### src/rtl/cp0_pkg.sv
// Shared CP0 TLB definitions: register numbers, TLB op encodings, field positions
// and the per-register MTC0 write masks.
package cp0_pkg;

    localparam int TLB_IDX_W = 4;

    typedef enum logic [4:0] {
        CP0_INDEX    = 5'd0,
        CP0_RANDOM   = 5'd1,
        CP0_ENTRYLO0 = 5'd2,
        CP0_ENTRYLO1 = 5'd3,
        CP0_CONTEXT  = 5'd4,
        CP0_WIRED    = 5'd6,
        CP0_BADVADDR = 5'd8,
        CP0_ENTRYHI  = 5'd10
    } cp0_reg_e;

    typedef enum logic [3:0] {
        TLB_OP_NONE = 4'b0000,
        TLB_OP_P    = 4'b0001,
        TLB_OP_R    = 4'b0010,
        TLB_OP_WI   = 4'b0100,
        TLB_OP_WR   = 4'b1000
    } tlb_op_e;

    localparam int INDEX_P_BIT         = 31;
    localparam int ENTRYHI_VPN2_LSB    = 13;
    localparam int ENTRYLO_PFN_LSB     = 6;
    localparam int CONTEXT_PTEBASE_LSB = 23;
    localparam int CONTEXT_BADVPN2_LSB = 4;

    // Bits that exist in each writable register; everything else reads 0.
    localparam logic [31:0] INDEX_WMASK   = 32'h8000_000F;
    localparam logic [31:0] ENTRYLO_WMASK = 32'h03FF_FFC7;
    localparam logic [31:0] CONTEXT_WMASK = 32'hFFFF_FFF0;
    localparam logic [31:0] WIRED_WMASK   = 32'h0000_000F;
    localparam logic [31:0] ENTRYHI_WMASK = 32'hFFFF_E0FF;

endpackage

### src/rtl/cp0_random.sv
// Random replacement counter: counts down from TOP to Wired and wraps, frozen on
// stall, forced back to TOP whenever Wired is written.
module cp0_random
    import cp0_pkg::*;
#(
    parameter logic [TLB_IDX_W-1:0] TOP = '1
) (
    input  logic                 clk,
    input  logic                 rst,
    input  logic                 stall_i,
    input  logic                 wired_we_i,
    input  logic [TLB_IDX_W-1:0] wired_i,
    output logic [TLB_IDX_W-1:0] random_o
);

    logic [TLB_IDX_W-1:0] random_q;
    logic [TLB_IDX_W-1:0] random_d;

    always_comb begin
        random_d = random_q;
        if (wired_we_i) begin
            random_d = TOP;
        end else if (!stall_i) begin
            random_d = (random_q <= wired_i) ? TOP : random_q - 1'b1;
        end
    end

    always_ff @(posedge clk or negedge rst) begin
        if (!rst) begin
            random_q <= TOP;
        end else begin
            random_q <= random_d;
        end
    end

    assign random_o = random_q;

endmodule

### src/rtl/cp0_tlb_regs.sv
// CP0 TLB register file sitting in front of TLB_16: MTC0/MFC0 access, TLBP/TLBR
// result capture one cycle after issue, and TLB exception address latching.
module cp0_tlb_regs
    import cp0_pkg::*;
#(
    parameter int TLB_ENTRIES = 16
) (
    input  logic                 clk,
    input  logic                 rst,
    input  logic                 stall,
    input  logic                 mtc0_we,
    input  logic [4:0]           cp0_waddr,
    input  logic [4:0]           cp0_raddr,
    input  logic [31:0]          cp0_wdata,
    output logic [31:0]          cp0_rdata,
    input  logic [3:0]           tlb_op_in,
    input  logic                 exc_tlb,
    input  logic [31:0]          exc_vaddr,
    output logic [3:0]           op,
    output logic [31:0]          INDEX,
    output logic [31:0]          RANDOM,
    output logic [31:0]          ENTRY_HI,
    output logic [31:0]          ENTRY_LO0,
    output logic [31:0]          ENTRY_LO1,
    input  logic                 INDEX_P,
    input  logic [TLB_IDX_W-1:0] INDEX_INDEX,
    input  logic [18:0]          ENTRY_HI_VPN2,
    input  logic [7:0]           ENTRY_HI_ASID,
    input  logic [19:0]          ENTRY_LO0_PFN,
    input  logic [1:0]           ENTRY_LO0_DV,
    input  logic [19:0]          ENTRY_LO1_PFN,
    input  logic [1:0]           ENTRY_LO1_DV,
    input  logic                 ENTRY_LO_G,
    output logic                 busy
);

    logic [31:0] index_q, index_d;
    logic [31:0] entrylo0_q, entrylo0_d;
    logic [31:0] entrylo1_q, entrylo1_d;
    logic [31:0] context_q, context_d;
    logic [31:0] badvaddr_q, badvaddr_d;
    logic [31:0] entryhi_q, entryhi_d;
    logic [TLB_IDX_W-1:0] wired_q, wired_d;
    logic pend_p_q, pend_p_d;
    logic pend_r_q, pend_r_d;
    logic [3:0] issue;
    logic wired_we;
    logic [TLB_IDX_W-1:0] random_val;

    assign wired_we = mtc0_we && (cp0_waddr == CP0_WIRED);
    assign issue    = stall ? TLB_OP_NONE : tlb_op_in;

    cp0_random #(
        .TOP(TLB_IDX_W'(TLB_ENTRIES - 1))
    ) u_random (
        .clk        (clk),
        .rst        (rst),
        .stall_i    (stall),
        .wired_we_i (wired_we),
        .wired_i    (wired_q),
        .random_o   (random_val)
    );

    // Later assignments win: exception over TLBP/TLBR capture over MTC0.
    always_comb begin
        index_d    = index_q;
        entrylo0_d = entrylo0_q;
        entrylo1_d = entrylo1_q;
        context_d  = context_q;
        badvaddr_d = badvaddr_q;
        entryhi_d  = entryhi_q;
        wired_d    = wired_q;

        if (mtc0_we) begin
            case (cp0_waddr)
                CP0_INDEX:    index_d    = cp0_wdata & INDEX_WMASK;
                CP0_ENTRYLO0: entrylo0_d = cp0_wdata & ENTRYLO_WMASK;
                CP0_ENTRYLO1: entrylo1_d = cp0_wdata & ENTRYLO_WMASK;
                CP0_CONTEXT:  context_d  = cp0_wdata & CONTEXT_WMASK;
                CP0_WIRED:    wired_d    = cp0_wdata[TLB_IDX_W-1:0];
                CP0_ENTRYHI:  entryhi_d  = cp0_wdata & ENTRYHI_WMASK;
                default: ;
            endcase
        end

        if (!exc_tlb && pend_p_q) begin
            index_d                  = '0;
            index_d[INDEX_P_BIT]     = INDEX_P;
            index_d[TLB_IDX_W-1:0]   = INDEX_INDEX;
        end

        if (!exc_tlb && pend_r_q) begin
            entryhi_d = {ENTRY_HI_VPN2, 5'b0, ENTRY_HI_ASID};
            entrylo0_d = '0;
            entrylo0_d[ENTRYLO_PFN_LSB +: 20] = ENTRY_LO0_PFN;
            entrylo0_d[2:0] = {ENTRY_LO0_DV, ENTRY_LO_G};
            entrylo1_d = '0;
            entrylo1_d[ENTRYLO_PFN_LSB +: 20] = ENTRY_LO1_PFN;
            entrylo1_d[2:0] = {ENTRY_LO1_DV, ENTRY_LO_G};
        end

        if (exc_tlb) begin
            badvaddr_d = exc_vaddr;
            entryhi_d  = {exc_vaddr[31:ENTRYHI_VPN2_LSB], entryhi_q[ENTRYHI_VPN2_LSB-1:0]};
            context_d  = {context_q[31:CONTEXT_PTEBASE_LSB], exc_vaddr[31:ENTRYHI_VPN2_LSB],
                          context_q[CONTEXT_BADVPN2_LSB-1:0]};
        end

        pend_p_d = !exc_tlb && (issue == TLB_OP_P);
        pend_r_d = !exc_tlb && (issue == TLB_OP_R);
    end

    always_ff @(posedge clk or negedge rst) begin
        if (!rst) begin
            index_q    <= '0;
            entrylo0_q <= '0;
            entrylo1_q <= '0;
            context_q  <= '0;
            badvaddr_q <= '0;
            entryhi_q  <= '0;
            wired_q    <= '0;
            pend_p_q   <= 1'b0;
            pend_r_q   <= 1'b0;
        end else begin
            index_q    <= index_d;
            entrylo0_q <= entrylo0_d;
            entrylo1_q <= entrylo1_d;
            context_q  <= context_d;
            badvaddr_q <= badvaddr_d;
            entryhi_q  <= entryhi_d;
            wired_q    <= wired_d;
            pend_p_q   <= pend_p_d;
            pend_r_q   <= pend_r_d;
        end
    end

    always_comb begin
        cp0_rdata = '0;
        case (cp0_raddr)
            CP0_INDEX:    cp0_rdata = index_q;
            CP0_RANDOM:   cp0_rdata = RANDOM;
            CP0_ENTRYLO0: cp0_rdata = entrylo0_q;
            CP0_ENTRYLO1: cp0_rdata = entrylo1_q;
            CP0_CONTEXT:  cp0_rdata = context_q;
            CP0_WIRED:    cp0_rdata = {{(32-TLB_IDX_W){1'b0}}, wired_q};
            CP0_BADVADDR: cp0_rdata = badvaddr_q;
            CP0_ENTRYHI:  cp0_rdata = entryhi_q;
            default:      cp0_rdata = '0;
        endcase
    end

    assign op        = issue;
    assign INDEX     = index_q;
    assign RANDOM    = {{(32-TLB_IDX_W){1'b0}}, random_val};
    assign ENTRY_HI  = entryhi_q;
    assign ENTRY_LO0 = entrylo0_q;
    assign ENTRY_LO1 = entrylo1_q;
    assign busy      = pend_p_q | pend_r_q;

endmodule

### config.mk
export PLATFORM = sky130hd
export DESIGN_NAME = cp0_tlb_regs
export DESIGN_NICKNAME = d
export VERILOG_FILES = /design/src/rtl/cp0_pkg.sv /design/src/rtl/cp0_random.sv /design/src/rtl/cp0_tlb_regs.sv
export SDC_FILE = /design/constraint.sdc
export NUM_CORES = 1
export LEC_CHECK = 0
export CORE_MARGIN = 2
export CORE_UTILIZATION = 30
export CTS_BUF_LIST = sky130_fd_sc_hd__clkbuf_16
export DETAILED_ROUTE_END_ITERATION = 6
export PLACE_DENSITY_LB_ADDON = 0.15
export RECOVER_POWER = 100
export SYNTH_ARGS = -nofsm -noshare
export SYNTH_HDL_FRONTEND = slang
export SYNTH_SLANG_ARGS = --single-unit
### constraint.sdc
create_clock -name clk -period 1.4 [get_ports clk]
set_input_delay 0.28 -clock clk [delete_from_list [all_inputs] [get_ports clk]]
set_output_delay 0.28 -clock clk [all_outputs]
set_load 0.03 [all_outputs]
==> impl_results.md, run 1 <==
* CTS max path bufs at 2
* Worst r2r src: pend_r_q
* Initial antenna violation count at 4
* Fill cells at 2376
* Routability cong. at a little over 0.8
* Via density at 5.07
* Top post-synthesis cells by count: dfrtp_1 (144), nand2_1 (114), buf_4 (90)
* Mapped Avg Cell Area at between 10 and 15 um2
* Die Width at around 170 um
* Total CTS buffers at 17
* Ranking of synthesized cells by area: dfrtp_1 (44%), buf_4 (8.2%), mux2_2 (7.8%)
* Reg area at 3710 um2
* PortBufs at 278
* Layout cell share with drive strength beyond 1 at 0.500
* Htree depth at 4
* Largest net degree at the start of global routing at 38
* Vias in the first global route at 8536
* WHS Path Cells at 2
* Post-synth top area cell: dfrtp_1
* Setup Skew at between 0.009 and 0.01 ns
* Kind of critical path: in2out
* Register area share after synthesis at 0.449
* Worst hold path class: in2reg
* Crit path max fanout at 5
* GR Overflow Total at 0
* Final Util at 0.558
* Crit path DAT at 1.71 ns
* Cell count after synthesis at ~820
* Final Max Tran Viols at 0
* EDFF count, synth at 0
* Die Span Y at 170 um
* Reg2reg end: ENTRY_HI[27]
* Number of max-cap violations at 0
* Hold path endpoint: pend_r_q
* First-pass GRT wire length at 55200 um
* Row Count at 60
* Power Total at 16.7 mW
* Critical Path Start Type: primary input
* Peak supply drop at 0.755 mV
* DRC viols at 0
* Gr usage total at 0.260
* CP endpoint kind: output port
* Worst setup margin at -0.585 ns
* Die area at 28900 um2
* Routed WL at 37600 um
* Top Ports at 357
* Core area at between 20000 and 30000 um2
* DRT antenna net count at 0
* Prevailing post-synth register cell: dfrtp_1
* FF+latch count, synth at about 150
* DR WL/cell at approximately 23 um
* PwrDens at 1110 nW/um2
* Synth Warn # at 0
* Slew at the pin closest to its max-slew limit at 1.00 ns
* Synth async-reset ratio at 1.00
* Count of cell types in the netlist at 48
* Min Tclk post-route at 1.99 ns
* Area growth syn-to-layout at 82.6%
* Layout Nets at 1425
* Clk sink count at 148
* Most common cell in the netlist: dfrtp_1
* Worst slew margin at 0.332
* Root buffer cell: clkbuf_16
* TritonCTS clock tree: done
* Final period utilization at 1.42
* Hold path startpoint: tlb_op_in[0]
* Required time of the critical path at 1.12 ns
* Clock slew at reported path FFs at 0.06 ns
* Mapped Area at 8260 um2
* Worst-case reg-to-reg path depth at 8
* Via count at 8194
* Placement Setup Slack at -0.990 ns
* Max Fclk at 0.504 GHz
* Footprint of the multi-input gates at 5090 um2
* Iter 0 DRT Violations at 583
* Placed wire-length estimate at 23300 um
* Final Hold Fails at 0
* Yosys top cell area share at 0.436
* Initial Util at 0.306
* Hold WS at 0.410 ns
* Outcome: finished, violations left
* First-pass DRT Iterations at 6
* Worst-Skew Late Latency at 0.43 ns
* Setup violations, final at 124
* Leakage at 6.63 nW
* Failing checks: negative setup slack
* RSZ-0062 raised after global routing: true
* Reg2reg setup slack at -0.21 ns
power by group:
part           switching [mW]  internal (mW)
clock network            2.02           3.01
registers               0.713           5.03
logic                    3.26           2.67
total                    5.99           10.7
how the worst max path moves through the flow:
stage                 startpoint       endpoint  slack [ns]
floorplan           cp0_raddr[4]  cp0_rdata[10]       -0.24
global placement    cp0_raddr[3]  cp0_rdata[22]       -0.97
detailed placement  cp0_raddr[3]  cp0_rdata[22]       -0.99
CTS                 cp0_raddr[2]   cp0_rdata[4]       -0.61
global route        cp0_raddr[0]  cp0_rdata[22]       -0.63
finish              cp0_raddr[0]  cp0_rdata[22]       -0.59
area by class of cell:
cell class	count	area share
sequential	148	0.246
inverter	16	0.00398
clock buffer	17	0.0282
clock inverter	15	0.0134
multi-input combinational	602	0.338
antenna	3	0.000498
tap	341	0.0283
timing repair buffer	475	0.342
sequential cells by signal, summed over array words and instances (netlist names):
name and count:
pend_r_q 1, ENTRY_HI 27, context_q 28, pend_p_q 1, ENTRY_LO0 23, ENTRY_LO1 23, INDEX 5, badvaddr_q 32
u_random.random_o 4, wired_q 4
metrics by stage:
stage          instance area, um2  setup TNS [ns]  cells
5_1_grt                     15100          -39.30   1614
6_report                    15100          -26.27   1617
2_1_floorplan                8750           -7.16    896
3_5_place_dp                12400          -86.85   1511
3_3_place_gp                12400          -83.53   1511
4_1_cts                     14900          -28.93   1619
logic make-up (layout without fill, tap and decap cells):
group,count (synthesis),in the layout,synth area share
and+or+nand+nor,226,226,0.129
AOI/OAI and AO/OA,185,185,0.154
DFF,148,148,0.449
buffers and inverters,146,523,0.120
muxes,108,108,0.140
adders and majority gates,5,5,0.00757
other,1,81,0.000454
layer usage:
layer,global-route usage,up-vias,part of all wire
met3,0.0753,46,0.076
li1,-,3696,-
met1,0.334,4104,0.41
met5,0,-,0.00066
met2,0.438,344,0.49
met4,0.0543,4,0.016
critical path, cell delays in order:
cell	delay, ns
buf_8	0.10
or3b_4	0.41
buf_6	0.13
nor2_4	0.16
buf_12	0.16
buf_8	0.12
a22oi_2	0.08
nand3_2	0.10
buf_6	0.14
cells in the final DEF, fill, tap and decap left out, drive strengths merged, types with 2 or more instances in the layout:
master         count
a211oi            19
a21oi             28
a222oi            20
a22oi             40
a31oi             21
and2               4
buf              263
bufinv             4
clkbuf            75
clkdlybuf4s50    144
clkinv             5
conb              78
dfrtp            144
dfstp              4
diode              3
dlygate4sd2        6
dlygate4sd3        2
ha                 5
inv               21
mux2              57
mux2i             51
nand2            114
nand3              9
nor2              51
nor2b             26
nor3               6
nor3b              4
o21ai             32
o31ai             19
or3                2
or3b               2
timing repair:
item                       4_1_cts  5_1_grt
hold endpoints to repair        30        0
gates cloned                    27        1
setup buffers                   50       17
pin swaps                       63       49
hold buffers                     1        0
resized for setup              553      198
setup endpoints to repair      204      154
(Power assumes the default switching activity.)
==> inputs of run 2 (changes only) <==
- GPL_ROUTABILITY_DRIVEN: not set -> 0
==> results of run 2 <==
No change in the layout: final DEF, timing and power equal those of run 1.
